## src/rtl/mc_controller_if.sv

```systemverilog
// ---------------------------------------------------------------------------
// mc_controller_if
// Bundle between the multi-cycle MIPS sequencer and the datapath it steers.
//
// Signals (direction seen from the controller, modport master):
//   op, funct   in  6  IR[31:26] / IR[5:0]
//   alu_eq      in  1  GRF RD1 == RD2
//   mem_ready   in  1  data memory completed the current access
//   ir_we       out 1  load IR from IM
//   pc_we       out 1  load PC
//   pc_src      out 2  0=PC+4 1=branch target 2=jump target 3=RD1
//   reg_we      out 1  GRF write enable
//   reg_dst     out 2  0=rt 1=rd 2=$31
//   wd_src      out 2  0=ALU 1=DM RD 2=PC
//   alu_src     out 1  0=RD2 1=Ext32
//   ext_op      out 2  0=zero 1=sign 2=imm<<16
//   alu_op      out 4  0=add 1=sub 2=or
//   mem_req     out 1  DM access request
//   mem_we      out 1  DM write (qualified by mem_req)
//   instr_done  out 1  retire pulse
//   trap        out 1  sticky watchdog flag
//   state       out 3  current sequencer state
// The slave modport is the datapath / memory side.
// ---------------------------------------------------------------------------
interface mc_controller_if;
    logic [5:0] op;
    logic [5:0] funct;
    logic       alu_eq;
    logic       mem_ready;
    logic       ir_we;
    logic       pc_we;
    logic [1:0] pc_src;
    logic       reg_we;
    logic [1:0] reg_dst;
    logic [1:0] wd_src;
    logic       alu_src;
    logic [1:0] ext_op;
    logic [3:0] alu_op;
    logic       mem_req;
    logic       mem_we;
    logic       instr_done;
    logic       trap;
    logic [2:0] state;

    modport master (
        input  op, funct, alu_eq, mem_ready,
        output ir_we, pc_we, pc_src, reg_we, reg_dst, wd_src, alu_src,
               ext_op, alu_op, mem_req, mem_we, instr_done, trap, state
    );

    modport slave (
        output op, funct, alu_eq, mem_ready,
        input  ir_we, pc_we, pc_src, reg_we, reg_dst, wd_src, alu_src,
               ext_op, alu_op, mem_req, mem_we, instr_done, trap, state
    );
endinterface

```

## src/rtl/mc_controller.sv

```systemverilog
// ---------------------------------------------------------------------------
// mc_controller
// Multi-cycle sequencer for a MIPS datapath. Each instruction walks through
// FETCH -> DECODE -> EXEC [-> MEM] [-> WB]; per-state enables and mux selects
// let one ALU and one memory port serve the whole instruction. Data memory
// accesses use a req/ready handshake with variable latency, guarded by a
// watchdog that parks the sequencer in TRAP if the memory never answers.
//
// Ports:
//   clk    in  rising-edge clock
//   reset  in  asynchronous, active-low reset
//   bus    mc_controller_if.master (opcode fields in, control signals out)
//
// Parameters:
//   WAIT_LIMIT  stalled MEM cycles tolerated before TRAP (>= 1)
//   CNT_W       wait counter width, 2**CNT_W > WAIT_LIMIT
// ---------------------------------------------------------------------------
module mc_controller #(
    parameter int WAIT_LIMIT = 16,
    parameter int CNT_W      = 5
) (
    input  logic           clk,
    input  logic           reset,
    mc_controller_if.master bus
);

    typedef enum logic [2:0] {
        ST_IDLE   = 3'd0,
        ST_FETCH  = 3'd1,
        ST_DECODE = 3'd2,
        ST_EXEC   = 3'd3,
        ST_MEM    = 3'd4,
        ST_WB     = 3'd5,
        ST_TRAP   = 3'd7
    } state_t;

    typedef enum logic [3:0] {
        CL_NOP, CL_ADDU, CL_SUBU, CL_ORI, CL_LUI, CL_LW, CL_SW,
        CL_BEQ, CL_BNE, CL_J, CL_JAL, CL_JR, CL_JALR
    } class_t;

    localparam logic [3:0]       ALU_ADD  = 4'd0;
    localparam logic [3:0]       ALU_SUB  = 4'd1;
    localparam logic [3:0]       ALU_OR   = 4'd2;
    localparam logic [CNT_W-1:0] LIMIT_M1 = CNT_W'(WAIT_LIMIT - 1);

    function automatic class_t decode_class(input logic [5:0] op, input logic [5:0] funct);
        class_t c;
        c = CL_NOP;
        case (op)
            6'h00: begin
                case (funct)
                    6'h21:   c = CL_ADDU;
                    6'h23:   c = CL_SUBU;
                    6'h08:   c = CL_JR;
                    6'h09:   c = CL_JALR;
                    default: c = CL_NOP;
                endcase
            end
            6'h0D:   c = CL_ORI;
            6'h0F:   c = CL_LUI;
            6'h23:   c = CL_LW;
            6'h2B:   c = CL_SW;
            6'h04:   c = CL_BEQ;
            6'h05:   c = CL_BNE;
            6'h02:   c = CL_J;
            6'h03:   c = CL_JAL;
            default: c = CL_NOP;
        endcase
        return c;
    endfunction

    state_t           state_reg, state_next;
    class_t           cls_reg, cls_dec, cls_sel;
    logic [CNT_W-1:0] wait_cnt_reg, wait_cnt_next;

    logic       ir_we_reg,   ir_we_next;
    logic       pc_we_reg,   pc_we_next;
    logic [1:0] pc_src_reg,  pc_src_next;
    logic       reg_we_reg,  reg_we_next;
    logic [1:0] reg_dst_reg, reg_dst_next;
    logic [1:0] wd_src_reg,  wd_src_next;
    logic       alu_src_reg, alu_src_next;
    logic [1:0] ext_op_reg,  ext_op_next;
    logic [3:0] alu_op_reg,  alu_op_next;
    logic       mem_req_reg, mem_req_next;
    logic       mem_we_reg,  mem_we_next;
    logic       done_reg,    done_next;
    logic       trap_reg,    trap_next;
    // Branch qualifiers: the compare result is only known during EXEC, so
    // the PC write for beq/bne is gated by alu_eq in that same cycle.
    logic       br_eq_reg,   br_eq_next;
    logic       br_ne_reg,   br_ne_next;

    // Next-state and watchdog counter.
    always_comb begin
        cls_dec       = decode_class(bus.op, bus.funct);
        // While in DECODE the class is not latched yet; the EXEC controls
        // registered at the end of DECODE must use the freshly decoded value.
        cls_sel       = (state_reg == ST_DECODE) ? cls_dec : cls_reg;
        state_next    = state_reg;
        wait_cnt_next = wait_cnt_reg;
        case (state_reg)
            ST_IDLE:   state_next = ST_FETCH;
            ST_FETCH:  state_next = ST_DECODE;
            ST_DECODE: state_next = ST_EXEC;
            ST_EXEC: begin
                case (cls_reg)
                    CL_ADDU, CL_SUBU, CL_ORI, CL_LUI: state_next = ST_WB;
                    CL_LW, CL_SW:                     state_next = ST_MEM;
                    default:                          state_next = ST_FETCH;
                endcase
            end
            ST_MEM: begin
                if (bus.mem_ready) begin
                    wait_cnt_next = '0;
                    state_next    = (cls_reg == CL_LW) ? ST_WB : ST_FETCH;
                end else if (wait_cnt_reg == LIMIT_M1) begin
                    // This is the WAIT_LIMIT-th consecutive stalled cycle.
                    wait_cnt_next = '0;
                    state_next    = ST_TRAP;
                end else begin
                    wait_cnt_next = wait_cnt_reg + CNT_W'(1);
                end
            end
            ST_WB:   state_next = ST_FETCH;
            ST_TRAP: state_next = ST_TRAP;
            default: begin
                state_next    = ST_IDLE;
                wait_cnt_next = '0;
            end
        endcase
    end

    // Control values for the state being entered; registered so every
    // output is glitch-free and clears the instant reset asserts.
    always_comb begin
        ir_we_next   = 1'b0;
        pc_we_next   = 1'b0;
        pc_src_next  = 2'd0;
        reg_we_next  = 1'b0;
        reg_dst_next = 2'd0;
        wd_src_next  = 2'd0;
        alu_src_next = 1'b0;
        ext_op_next  = 2'd0;
        alu_op_next  = ALU_ADD;
        mem_req_next = 1'b0;
        mem_we_next  = 1'b0;
        done_next    = 1'b0;
        trap_next    = 1'b0;
        br_eq_next   = 1'b0;
        br_ne_next   = 1'b0;
        case (state_next)
            ST_FETCH: begin
                ir_we_next  = 1'b1;
                pc_we_next  = 1'b1;
                pc_src_next = 2'd0;
            end
            ST_EXEC: begin
                case (cls_sel)
                    CL_ADDU: alu_op_next = ALU_ADD;
                    CL_SUBU: alu_op_next = ALU_SUB;
                    CL_ORI: begin
                        alu_src_next = 1'b1;
                        ext_op_next  = 2'd0;
                        alu_op_next  = ALU_OR;
                    end
                    CL_LUI: begin
                        alu_src_next = 1'b1;
                        ext_op_next  = 2'd2;
                        alu_op_next  = ALU_OR;
                    end
                    CL_LW, CL_SW: begin
                        alu_src_next = 1'b1;
                        ext_op_next  = 2'd1;
                        alu_op_next  = ALU_ADD;
                    end
                    CL_BEQ: begin
                        br_eq_next  = 1'b1;
                        pc_src_next = 2'd1;
                        done_next   = 1'b1;
                    end
                    CL_BNE: begin
                        br_ne_next  = 1'b1;
                        pc_src_next = 2'd1;
                        done_next   = 1'b1;
                    end
                    CL_J: begin
                        pc_we_next  = 1'b1;
                        pc_src_next = 2'd2;
                        done_next   = 1'b1;
                    end
                    CL_JAL: begin
                        pc_we_next   = 1'b1;
                        pc_src_next  = 2'd2;
                        reg_we_next  = 1'b1;
                        reg_dst_next = 2'd2;
                        wd_src_next  = 2'd2;
                        done_next    = 1'b1;
                    end
                    CL_JR: begin
                        pc_we_next  = 1'b1;
                        pc_src_next = 2'd3;
                        done_next   = 1'b1;
                    end
                    CL_JALR: begin
                        // The GRF write and the PC load share one edge, so
                        // the jump target is the RD1 value read before it.
                        pc_we_next   = 1'b1;
                        pc_src_next  = 2'd3;
                        reg_we_next  = 1'b1;
                        reg_dst_next = 2'd1;
                        wd_src_next  = 2'd2;
                        done_next    = 1'b1;
                    end
                    default: done_next = 1'b1;
                endcase
            end
            ST_MEM: begin
                mem_req_next = 1'b1;
                mem_we_next  = (cls_sel == CL_SW);
            end
            ST_WB: begin
                reg_we_next = 1'b1;
                done_next   = 1'b1;
                case (cls_sel)
                    CL_ADDU, CL_SUBU: begin
                        reg_dst_next = 2'd1;
                        wd_src_next  = 2'd0;
                    end
                    CL_LW: begin
                        reg_dst_next = 2'd0;
                        wd_src_next  = 2'd1;
                    end
                    default: begin
                        reg_dst_next = 2'd0;
                        wd_src_next  = 2'd0;
                    end
                endcase
            end
            ST_TRAP: trap_next = 1'b1;
            default: ;
        endcase
    end

    always_ff @(posedge clk or negedge reset) begin
        if (!reset) begin
            state_reg    <= ST_IDLE;
            cls_reg      <= CL_NOP;
            wait_cnt_reg <= '0;
            ir_we_reg    <= 1'b0;
            pc_we_reg    <= 1'b0;
            pc_src_reg   <= 2'd0;
            reg_we_reg   <= 1'b0;
            reg_dst_reg  <= 2'd0;
            wd_src_reg   <= 2'd0;
            alu_src_reg  <= 1'b0;
            ext_op_reg   <= 2'd0;
            alu_op_reg   <= 4'd0;
            mem_req_reg  <= 1'b0;
            mem_we_reg   <= 1'b0;
            done_reg     <= 1'b0;
            trap_reg     <= 1'b0;
            br_eq_reg    <= 1'b0;
            br_ne_reg    <= 1'b0;
        end else begin
            state_reg    <= state_next;
            if (state_reg == ST_DECODE) begin
                cls_reg <= cls_dec;
            end
            wait_cnt_reg <= wait_cnt_next;
            ir_we_reg    <= ir_we_next;
            pc_we_reg    <= pc_we_next;
            pc_src_reg   <= pc_src_next;
            reg_we_reg   <= reg_we_next;
            reg_dst_reg  <= reg_dst_next;
            wd_src_reg   <= wd_src_next;
            alu_src_reg  <= alu_src_next;
            ext_op_reg   <= ext_op_next;
            alu_op_reg   <= alu_op_next;
            mem_req_reg  <= mem_req_next;
            mem_we_reg   <= mem_we_next;
            done_reg     <= done_next;
            trap_reg     <= trap_next;
            br_eq_reg    <= br_eq_next;
            br_ne_reg    <= br_ne_next;
        end
    end

    assign bus.state      = state_reg;
    assign bus.ir_we      = ir_we_reg;
    assign bus.pc_we      = pc_we_reg | (br_eq_reg & bus.alu_eq) | (br_ne_reg & ~bus.alu_eq);
    assign bus.pc_src     = pc_src_reg;
    assign bus.reg_we     = reg_we_reg;
    assign bus.reg_dst    = reg_dst_reg;
    assign bus.wd_src     = wd_src_reg;
    assign bus.alu_src    = alu_src_reg;
    assign bus.ext_op     = ext_op_reg;
    assign bus.alu_op     = alu_op_reg;
    assign bus.mem_req    = mem_req_reg;
    assign bus.mem_we     = mem_we_reg;
    // A store retires in the very MEM cycle its ready arrives.
    assign bus.instr_done = done_reg |
                            ((state_reg == ST_MEM) && (cls_reg == CL_SW) && bus.mem_ready);
    assign bus.trap       = trap_reg;

endmodule

```

## src/flat_wrapper.sv

```systemverilog
// flat-port wrapper written by rule: the top's interface ports become plain ports
module mc_controller_flat 
#(
    parameter int WAIT_LIMIT = 16,
    parameter int CNT_W      = 5
)
  (clk, reset, bus_op, bus_funct, bus_alu_eq, bus_mem_ready, bus_ir_we, bus_pc_we, bus_pc_src, bus_reg_we, bus_reg_dst, bus_wd_src, bus_alu_src, bus_ext_op, bus_alu_op, bus_mem_req, bus_mem_we, bus_instr_done, bus_trap, bus_state);
  mc_controller_if bus_i ();
  input  logic clk;
  input  logic reset;
  input wire logic [$bits(bus_i.op)-1:0] bus_op;
  input wire logic [$bits(bus_i.funct)-1:0] bus_funct;
  input wire logic [$bits(bus_i.alu_eq)-1:0] bus_alu_eq;
  input wire logic [$bits(bus_i.mem_ready)-1:0] bus_mem_ready;
  output wire logic [$bits(bus_i.ir_we)-1:0] bus_ir_we;
  output wire logic [$bits(bus_i.pc_we)-1:0] bus_pc_we;
  output wire logic [$bits(bus_i.pc_src)-1:0] bus_pc_src;
  output wire logic [$bits(bus_i.reg_we)-1:0] bus_reg_we;
  output wire logic [$bits(bus_i.reg_dst)-1:0] bus_reg_dst;
  output wire logic [$bits(bus_i.wd_src)-1:0] bus_wd_src;
  output wire logic [$bits(bus_i.alu_src)-1:0] bus_alu_src;
  output wire logic [$bits(bus_i.ext_op)-1:0] bus_ext_op;
  output wire logic [$bits(bus_i.alu_op)-1:0] bus_alu_op;
  output wire logic [$bits(bus_i.mem_req)-1:0] bus_mem_req;
  output wire logic [$bits(bus_i.mem_we)-1:0] bus_mem_we;
  output wire logic [$bits(bus_i.instr_done)-1:0] bus_instr_done;
  output wire logic [$bits(bus_i.trap)-1:0] bus_trap;
  output wire logic [$bits(bus_i.state)-1:0] bus_state;
  assign bus_i.op = bus_op;
  assign bus_i.funct = bus_funct;
  assign bus_i.alu_eq = bus_alu_eq;
  assign bus_i.mem_ready = bus_mem_ready;
  assign bus_ir_we = bus_i.ir_we;
  assign bus_pc_we = bus_i.pc_we;
  assign bus_pc_src = bus_i.pc_src;
  assign bus_reg_we = bus_i.reg_we;
  assign bus_reg_dst = bus_i.reg_dst;
  assign bus_wd_src = bus_i.wd_src;
  assign bus_alu_src = bus_i.alu_src;
  assign bus_ext_op = bus_i.ext_op;
  assign bus_alu_op = bus_i.alu_op;
  assign bus_mem_req = bus_i.mem_req;
  assign bus_mem_we = bus_i.mem_we;
  assign bus_instr_done = bus_i.instr_done;
  assign bus_trap = bus_i.trap;
  assign bus_state = bus_i.state;
  mc_controller #(.WAIT_LIMIT(WAIT_LIMIT), .CNT_W(CNT_W)) u_core (.clk(clk), .reset(reset), .bus(bus_i));
endmodule
```

## config.mk

```make
export PLATFORM = sky130hd
export DESIGN_NAME = mc_controller_flat
export DESIGN_NICKNAME = d
export VERILOG_FILES = /design/src/rtl/mc_controller_if.sv /design/src/rtl/mc_controller.sv /design/src/flat_wrapper.sv
export SDC_FILE = /design/constraint.sdc
export NUM_CORES = 1
export LEC_CHECK = 0
export ABC_AREA = 1
export BUFFER_PORTS_ARGS = -buffer_cell sky130_fd_sc_hd__buf_2
export CAP_MARGIN = 20
export CORE_ASPECT_RATIO = 1.1
export CORE_MARGIN = 10
export CORE_UTILIZATION = 45
export CTS_CLUSTER_DIAMETER = 40
export DETAILED_ROUTE_END_ITERATION = 7
export MAX_ROUTING_LAYER = met4
export PLACE_DENSITY = 0.69
export SYNTH_ARGS = -nofsm -noshare
export SYNTH_HDL_FRONTEND = slang
export SYNTH_SLANG_ARGS = --single-unit
```

## constraint.sdc

```tcl
create_clock -name clk -period 1.7 [get_ports clk]
set_clock_uncertainty 0.15 [all_clocks]
set_input_delay 0.085 -clock clk [delete_from_list [all_inputs] [get_ports clk]]
set_output_delay 0.085 -clock clk [all_outputs]
set_load 0.05 [all_outputs]
```

Word-level counts from Yosys, hierarchy flattened
Index checks and enable logic that the tools add are counted.

Add/subtract/negate cells: 1. Eq/ne operators: 42. Multiplexer cells: 39. Bitwise logic cells: 6. Reduce and logical (&&, ||, !) cells: 18.

Operator list (count): 4-bit case mux with 9 select lines (1); 4-bit by 3-bit equality test with 1-bit output, second input constant (7); 6-bit by 4-bit equality test with 1-bit output, second input constant (4); 6-bit equality test, second input constant (4); 4-bit equality test, second input constant (5); 2-bit case mux with 2 select lines (5); 3-bit equality test, second input constant (6); 3-bit case mux with 6 select lines (1); 2-bit OR reduction (9); 4-bit by 2-bit equality test with 1-bit output, second input constant (4); 4-bit case mux with 4 select lines (1); 1-bit 2-to-1 mux (15); 6-bit by 2-bit equality test with 1-bit output, second input constant (2); 6-bit by 3-bit equality test with 1-bit output, second input constant (2); 4-bit OR reduction (3); 6-bit OR reduction (2); 5-bit 2-to-1 mux (2); 5-bit case mux with 2 select lines (1); 3-bit by 2-bit equality test with 1-bit output, second input constant (3); 3-bit 2-to-1 mux (3); 4-bit by 1-bit equality test with 1-bit output, second input constant (2); 4-bit 2-to-1 mux (2); 3-bit by 1-bit equality test with 1-bit output, second input constant (2); 6-bit logical NOT (1); 11 further kinds (19).

Bits in registers: 34. Output and inout port bits: 23. Logic and storage cells: 124.

Logic depth before layout (Yosys ltp)
Gate-level depths: netlist (run 1).

Depth after elaboration: 8. Depth in mapped cells: 13. Depth with buffers taken out: 13.

Worst setup path after synthesis (run 1)
Ideal clock, no wire load.

Path kind: register to output. Start: reg u_core.state_reg[2] (netlist: u_core.bus.state[2]). End: out bus_instr_done. Arrival time: 2.329 ns. Data required time: 1.465 ns. Path slack: -0.864 ns. Stages on the path, launching flop included: 5. Path buffers: 0. Path through: dfrtp_1 nand2_1 nor2_2 inv_1 o31ai_1.

Longest elaborated chain between the ends: 4.

RTL lines: start: declaration (line mc_controller.sv:73) `state_t state_reg, state_next;`; start signal: assignment (line mc_controller.sv:267) `state_reg <= state_next;`; 3-bit equality test (line mc_controller.sv:304) `((state_reg == ST_MEM) && (cls_reg == CL_SW) && bus.mem_ready);`; 1-bit logical AND (2 in series) (line mc_controller.sv:304); 1-bit bitwise OR (line mc_controller.sv:303) `assign bus.instr_done = done_reg |`; end: declaration (line flat_wrapper.sv:26) `output wire logic [$bits(bus_i.instr_done)-1:0] bus_instr_done;`.

No other way between the ends.

Final worst setup path (run 1)
Start: reg u_core.cls_reg[2]. End: out bus_instr_done.

Longest elaborated chain between the ends: 4.

RTL lines: start: declaration (line mc_controller.sv:74) `class_t cls_reg, cls_dec, cls_sel;`; start signal: assignment (line mc_controller.sv:269) `cls_reg <= cls_dec;`; 4-bit by 3-bit equality test with 1-bit output (line mc_controller.sv:304); 1-bit logical AND (2 in series) (line mc_controller.sv:304); 1-bit bitwise OR (line mc_controller.sv:303).

No other way between the ends.

==> out/results.tsv, run 1 <==
stage	metric	value	unit
critical_path	critPathCaptureType	output port	
placement	gp_congestion	0.804	
power	p_leak	1.44	nW
finish	final_design_area_no_fill	2560	µm²
route	drc	0	
floorplan	dieArea	7120	µm²
grt	grt_max_degree	33	
timing	timing.slew.headroom	53.4	%
synth	synthDistinctLibCells	33	
synth	synthCells	232	
job	cap_violations	0	
synth	yosysMostFrequentCell	nand2_1	
clock_tree	cts_tree	done	
grt	grt_pass1_vias	1580	
floorplan	boundaryPins	39	
timing	grt_setup_unrepaired	true	
route	via_per_inst	4.61	
grt	grt_usage	12.8	%
min_path	holdPathStages	5	
clock_tree	clk_pin_slew	0.06	ns
synth	synth.mux.area_fraction	0	%
critical_path	rr_startpoint	u_core.bus.state[2]$_DFF_PN0_	
synth	synth_top_area_share	42.9	%
placement	hpwlAfterDp	3.16	mm
critical_path	r2r_end	u_core.pc_we_reg$_DFF_PN0_	
clock_tree	cts_buffer_depth	2	
clock_tree	worstSkewPairLatency	0.29	ns
critical_path	reg2reg_slack	0.04	ns
grt	grt_pass1_wl	7.06	mm
finish	drive_gt1_share	46.0	%
synth	synth_top_family_by_area	simple AND/OR/NAND/NOR gates	
floorplan	die_h	87.5	µm
timing	timing.hold.ws	0.164	ns
floorplan	core_region_area	3990	µm²
route	wl_per_cell	12.5	µm
synth	ys_top_cells_by_area	dfrtp_1 (43%), nand2_1 (8.2%), inv_1 (7.0%), nand3_1 (6.7%), nor2_1 (5.6%)	
synth	synth_fa_ha_area_share	0.671	%
synth	synth_ff_type	dfrtp_1	
timing	finalHoldViolations	0	
critical_path	cp-startpoint	u_core.cls_reg[2]$_DFF_PN0_	
floorplan	start_util	46.7	%
placement	placed_cell_area	2250	µm²
grt	grt.overflow.total	0	
synth	yosys_warnings	0	
floorplan	rows	24	
synth	ys_ff_latch	32	
route	vias	1612	
timing	setup_viol	1	
clock_tree	numCtsBuffers	5	
clock_tree	clockRootBuffer	clkbuf_8	
clock_tree	clock-sinks	32	
timing	setup_ws	-0.0259	ns
route	drt_iter0_drc	72	
critical_path	critPathLaunchType	register	
grt	antenna_found_initial	0	
power	power	1.58	mW
outcome	status	finished with violations	
critical_path	ff2ff_path_depth	9	
synth	async_reset_ff_share	100	%
synth	yosys-top-cells-count	nand2_1 (41), inv_1 (35), dfrtp_1 (32)	
placement	pre_cts_slack	0.0160	ns
power	power_density	615	nW/µm²
synth	syn_area_per_cell	8.04	µm²
critical_path	worstPathArrival	1.49	ns
critical_path	worstSetupPathType	register to output port	
finish	largest_register_ffs	5	
finish	nets	314	
synth	synth_compound_area_share	6.44	%
timing	layout_min_cycle_time	1.73	ns
min_path	min_path_type	input pin to register	
floorplan	die_w	81.4	µm
timing	slew_viol_final	0	
synth	synth-simple-area-share	39.0	%
timing	post-route-period-util	102	%
route	wirelength	4.38	mm
route	ant_nets	0	
synth	synth_top_area_cell	dfrtp_1	
timing	worst_pin_slew	0.699	ns
critical_path	worst_ep_required_time	1.46	ns
synth	syn_area	1870	µm²
timing	setup_tns	-0.0259	ns
power	ir_worst_vdd	0.000340	V
finish	n_antenna_cell	0	
route	firstDrtPassIters	4	
synth	synth_edf_count	0	
clock_tree	cts_max_level	2	
synth	synth-seq-area-share	42.9	%
critical_path	critPathCapture	bus_instr_done	
critical_path	crit_fanout	2	
synth	synth_xor_xnor_area_share	0.939	%
finish	area_growth	37.5	%
outcome	violations	setup timing	
timing	max_freq	579	MHz
placement	place.port_buffers	36	
==> per-layer routing <==
metal / global-route usage (%) / share of wire (%) / vias to the layer above
li1: - / - / 847
met1: 15.1 / 45 / 728
met2: 19.7 / 49 / 32
met3: 4.41 / 5.1 / 5
met4: 4.88 / 0.57 / 0
met5: - / 0 / -
==> repair_timing <==
item | CTS | global route
hold buffers | 2 | 0
hold endpoints to repair | 33 | 0
endpoints found under the setup margin | 4 | 18
pin swaps | 1 | 15
setup buffers | 2 | 11
gates resized for setup | 4 | 26
==> per-stage QoR <==
stage | std cells | utilization [%]
after floorplan | 233 | -
after CTS | 339 | 60.3
after detailed placement | 327 | 56.3
after global routing | 350 | 64.2
after global placement | 327 | 56.3
final | 350 | 64.2
==> layout make-up <==
type / instances / area (µm²)
Clock inverter: 3 / 42.5
Clock buffer: 5 / 68.8
Sequential cell: 32 / 805
Timing Repair Buffer: 60 / 375
Inverter: 42 / 168
Multi-Input combinational cell: 156 / 1040
Fill cell: 342 / 1430
Tap cell: 52 / 65.1
==> worst min path at each step <==
| stage | startpoint | endpoint | slack, ns |
|---|---|---|---|
| finish | bus_funct[0] | u_core.cls_reg[2]$_DFF_PN0_ | 0.16 |
| global route | bus_funct[0] | u_core.cls_reg[2]$_DFF_PN0_ | 0.17 |
| CTS | bus_funct[0] | u_core.cls_reg[2]$_DFF_PN0_ | 0.16 |
| detailed placement | reset | u_core.wait_cnt_reg[4]$_DFFE_PN0N_ | 0.02 |
| global placement | reset | u_core.wait_cnt_reg[4]$_DFFE_PN0N_ | 0.01 |
| floorplan | reset | u_core.br_eq_reg$_DFF_PN0_ | -0.36 |
==> placed cells by master, fill, tap and decap left out, types with 5 or more instances in the layout <==
cell type and count:
buf_4 21, nand2_4 9, inv_1 28, buf_2 35, inv_2 11, clkbuf_8 5
nand2_2 9, nor2_1 26, dfrtp_1 29, nor2_4 8, nand3_2 7, nand3_1 20
nand2_1 37
==> worst max-delay path: stages (launching register included) <==
cell	delay, ns
dfrtp_1	0.38
inv_2	0.07
nor2_4	0.12
nand3_2	0.10
buf_6	0.13
o31ai_4	0.23
buf_6	0.19
==> cells by family after synthesis <==
| kind of cell | Yosys count |
|---|---|
| AOI/OAI and AO/OA | 18 |
| xor gates and xnor gates | 2 |
| adders and majority gates | 1 |
| buffers and inverters | 45 |
| DFF | 32 |
| other | 1 |
| and+or+nand+nor | 133 |
==> where the power goes <==
part           total, mW  internal (mW)  switching [mW]
sequential         0.761          0.761               0
clock              0.724          0.433           0.291
combinational     0.0917         0.0281          0.0636
total               1.58           1.22           0.354
(Power assumes the default switching activity.)
==> run 2: changes to the inputs <==
--- a/config.mk
+++ b/config.mk
@@ -6,15 +6,15 @@
 export NUM_CORES = 1
 export LEC_CHECK = 0
 export ABC_AREA = 1
-export BUFFER_PORTS_ARGS = -buffer_cell sky130_fd_sc_hd__buf_2
 export CAP_MARGIN = 20
 export CORE_ASPECT_RATIO = 1.1
 export CORE_MARGIN = 10
 export CORE_UTILIZATION = 45
 export CTS_CLUSTER_DIAMETER = 40
 export DETAILED_ROUTE_END_ITERATION = 7
+export DONT_BUFFER_PORTS = 1
 export MAX_ROUTING_LAYER = met4
-export PLACE_DENSITY = 0.69
+export PLACE_DENSITY = 0.61
 export SYNTH_ARGS = -nofsm -noshare
 export SYNTH_HDL_FRONTEND = slang
 export SYNTH_SLANG_ARGS = --single-unit
==> out/results.tsv, run 2 (synthesis results as in run 1) <==
stage	metric	value	unit	change
floorplan	dieArea	7120	µm²	unchanged
grt	antenna_found_initial	0		unchanged
placement	gp_congestion	0.794		-1.2%
job	cap_violations	0		unchanged
route	drt_iter0_drc	53		-26%
finish	nets	280		-11%
critical_path	worstSetupPathType	register to output port		
placement	hpwlAfterDp	3.03	mm	-4.0%
placement	place.port_buffers	0		-100%
clock_tree	numCtsBuffers	5		unchanged
timing	layout_min_cycle_time	1.67	ns	-0.0546 ns
finish	drive_gt1_share	36.0	%	-10 points
timing	max_freq	598	MHz	+3.3%
floorplan	rows	24		unchanged
timing	slew_viol_final	0		unchanged
outcome	status	finished clean		
finish	final_common_cell	nand2_1		
critical_path	crit_fanout	3		+1
timing	grt_setup_unrepaired	true		
floorplan	die_h	87.5	µm	unchanged
grt	grt_usage	12.2	%	-0.61 points
finish	final_util	59.9	%	-4.4 points
floorplan	die_w	81.4	µm	unchanged
grt	grt_pass1_vias	1441		-8.8%
finish	n_antenna_cell	0		unchanged
power	power	1.55	mW	-1.4%
timing	setup_viol	0		-1
finish	final_design_area_no_fill	2390	µm²	-6.8%
power	power_density	650	nW/µm²	+5.8%
route	met2WireLength	1.92	mm	-11%
route	drc	0		unchanged
route	wl_per_cell	12.8	µm	+2.1%
route	m1WireLength	1.86	mm	-5.8%
clock_tree	cts_buffer_depth	2		unchanged
timing	finalHoldViolations	0		unchanged
critical_path	worstPathArrival	1.44	ns	-0.05 ns
clock_tree	cts_max_level	2		unchanged
route	ant_nets	0		unchanged
grt	grt_pass1_wl	6.64	mm	-5.9%
finish	fill_cells	362		+5.8%
clock_tree	clk_pin_slew	0.07	ns	about the same
power	p_leak	1.29	nW	-11%
placement	placed_cell_area	2130	µm²	-5.2%
finish	final_cell_mix	nand2_1 (38), inv_1 (30), dfrtp_1 (29)		
min_path	min_path_type	input pin to register		
route	highest_layer	met4		
power	ir_worst_vdd	0.000592	V	+74%
critical_path	critPathLaunchType	register		
route	vias	1486		-7.8%
clock_tree	clock-sinks	32		unchanged
finish	largest_register_ffs	5		unchanged
grt	grt_max_degree	33		unchanged
route	firstDrtPassIters	2		-2
critical_path	reg2reg_slack	0.06	ns	+0.02 ns
route	routed-wl-met3	223	µm	-0.89%
timing	post-route-period-util	98.3	%	-3.2 points
clock_tree	clockRootBuffer	clkbuf_8		
clock_tree	cts_tree	done		
critical_path	ff2ff_path_depth	9		unchanged
grt	grt.overflow.total	0		unchanged
clock_tree	worstSkewPairLatency	0.28	ns	about the same
route	wirelength	4.04	mm	-7.8%
critical_path	worst_ep_required_time	1.46	ns	about the same
critical_path	critPathCaptureType	output port		
min_path	holdPathStages	4		-1
finish	area_growth	28.2	%	
floorplan	boundaryPins	39		unchanged
route	via_per_inst	4.70		+2.1%
floorplan	core_region_area	3990	µm²	unchanged
floorplan	start_util	46.7	%	unchanged
## run 2: stage by stage
stage                     hold slack, ns  setup slack, ns  setup TNS (ns)  cells
after floorplan                   -0.361          -0.0239         -0.0679    233
after global placement            -0.359           0.0220               0    296
after detailed placement          -0.359           0.0300               0    296
after CTS                         0.0305           0.0111               0    308
after global routing              0.0514          -0.0496          -0.199    316
final                             0.0425           0.0288               0    316
## run 2: routing by layer
metal,vias to the layer above,track usage [%]
met1,676,15.1
li1,777,-
met5,-,-
met3,4,3.69
met2,29,18.7
met4,0,3.78
## run 2: final cells by class
cell class	count	area [µm²]	share of cell area, %
Timing Repair Buffer	26	238	9.94
Tap cell	52	65.1	2.72
Clock inverter	3	42.5	1.78
Multi-Input combinational cell	156	1010	42.1
Clock buffer	5	68.8	2.88
Inverter	42	165	6.91
Sequential cell	32	805	33.6
## run 2: path summary, 6_finish.rpt
path                                                    start                            endpoint
max                             u_core.bus.state[0]$_DFF_PN0_                      bus_instr_done
min                                              bus_funct[0]         u_core.cls_reg[2]$_DFF_PN0_
max reg2reg                u_core.wait_cnt_reg[1]$_DFFE_PN0N_         u_core.bus.reg_we$_DFF_PN0_
min reg2reg                u_core.wait_cnt_reg[4]$_DFFE_PN0N_  u_core.wait_cnt_reg[4]$_DFFE_PN0N_
max in group asynchronous                               reset       u_core.bus.state[2]$_DFF_PN0_
min in group asynchronous                               reset          u_core.bus.ir_we$_DFF_PN0_
## run 2: power breakdown
part | internal [mW] | total, mW | switching (mW) | leakage (nW)
Combinational | 0.0214 | 0.0721 | 0.0507 | 0.838
Clock | 0.433 | 0.722 | 0.288 | 0.0541
Sequential | 0.761 | 0.761 | 0 | 0.394
## run 2: critical path: stages, from the launching register on
cell and delay, ns:
dfrtp_2 0.43, inv_4 0.08, nand2_4 0.05, nor2_4 0.11
inv_2 0.06, o31ai_4 0.25, buf_12 0.17
## run 2: timing repair
item	in CTS	in global routing
hold buffers	3	0
setup buffers	1	8
pin swaps	0	15
hold endpoints to repair	35	0
resized for setup	2	12
setup endpoints to repair	1	15
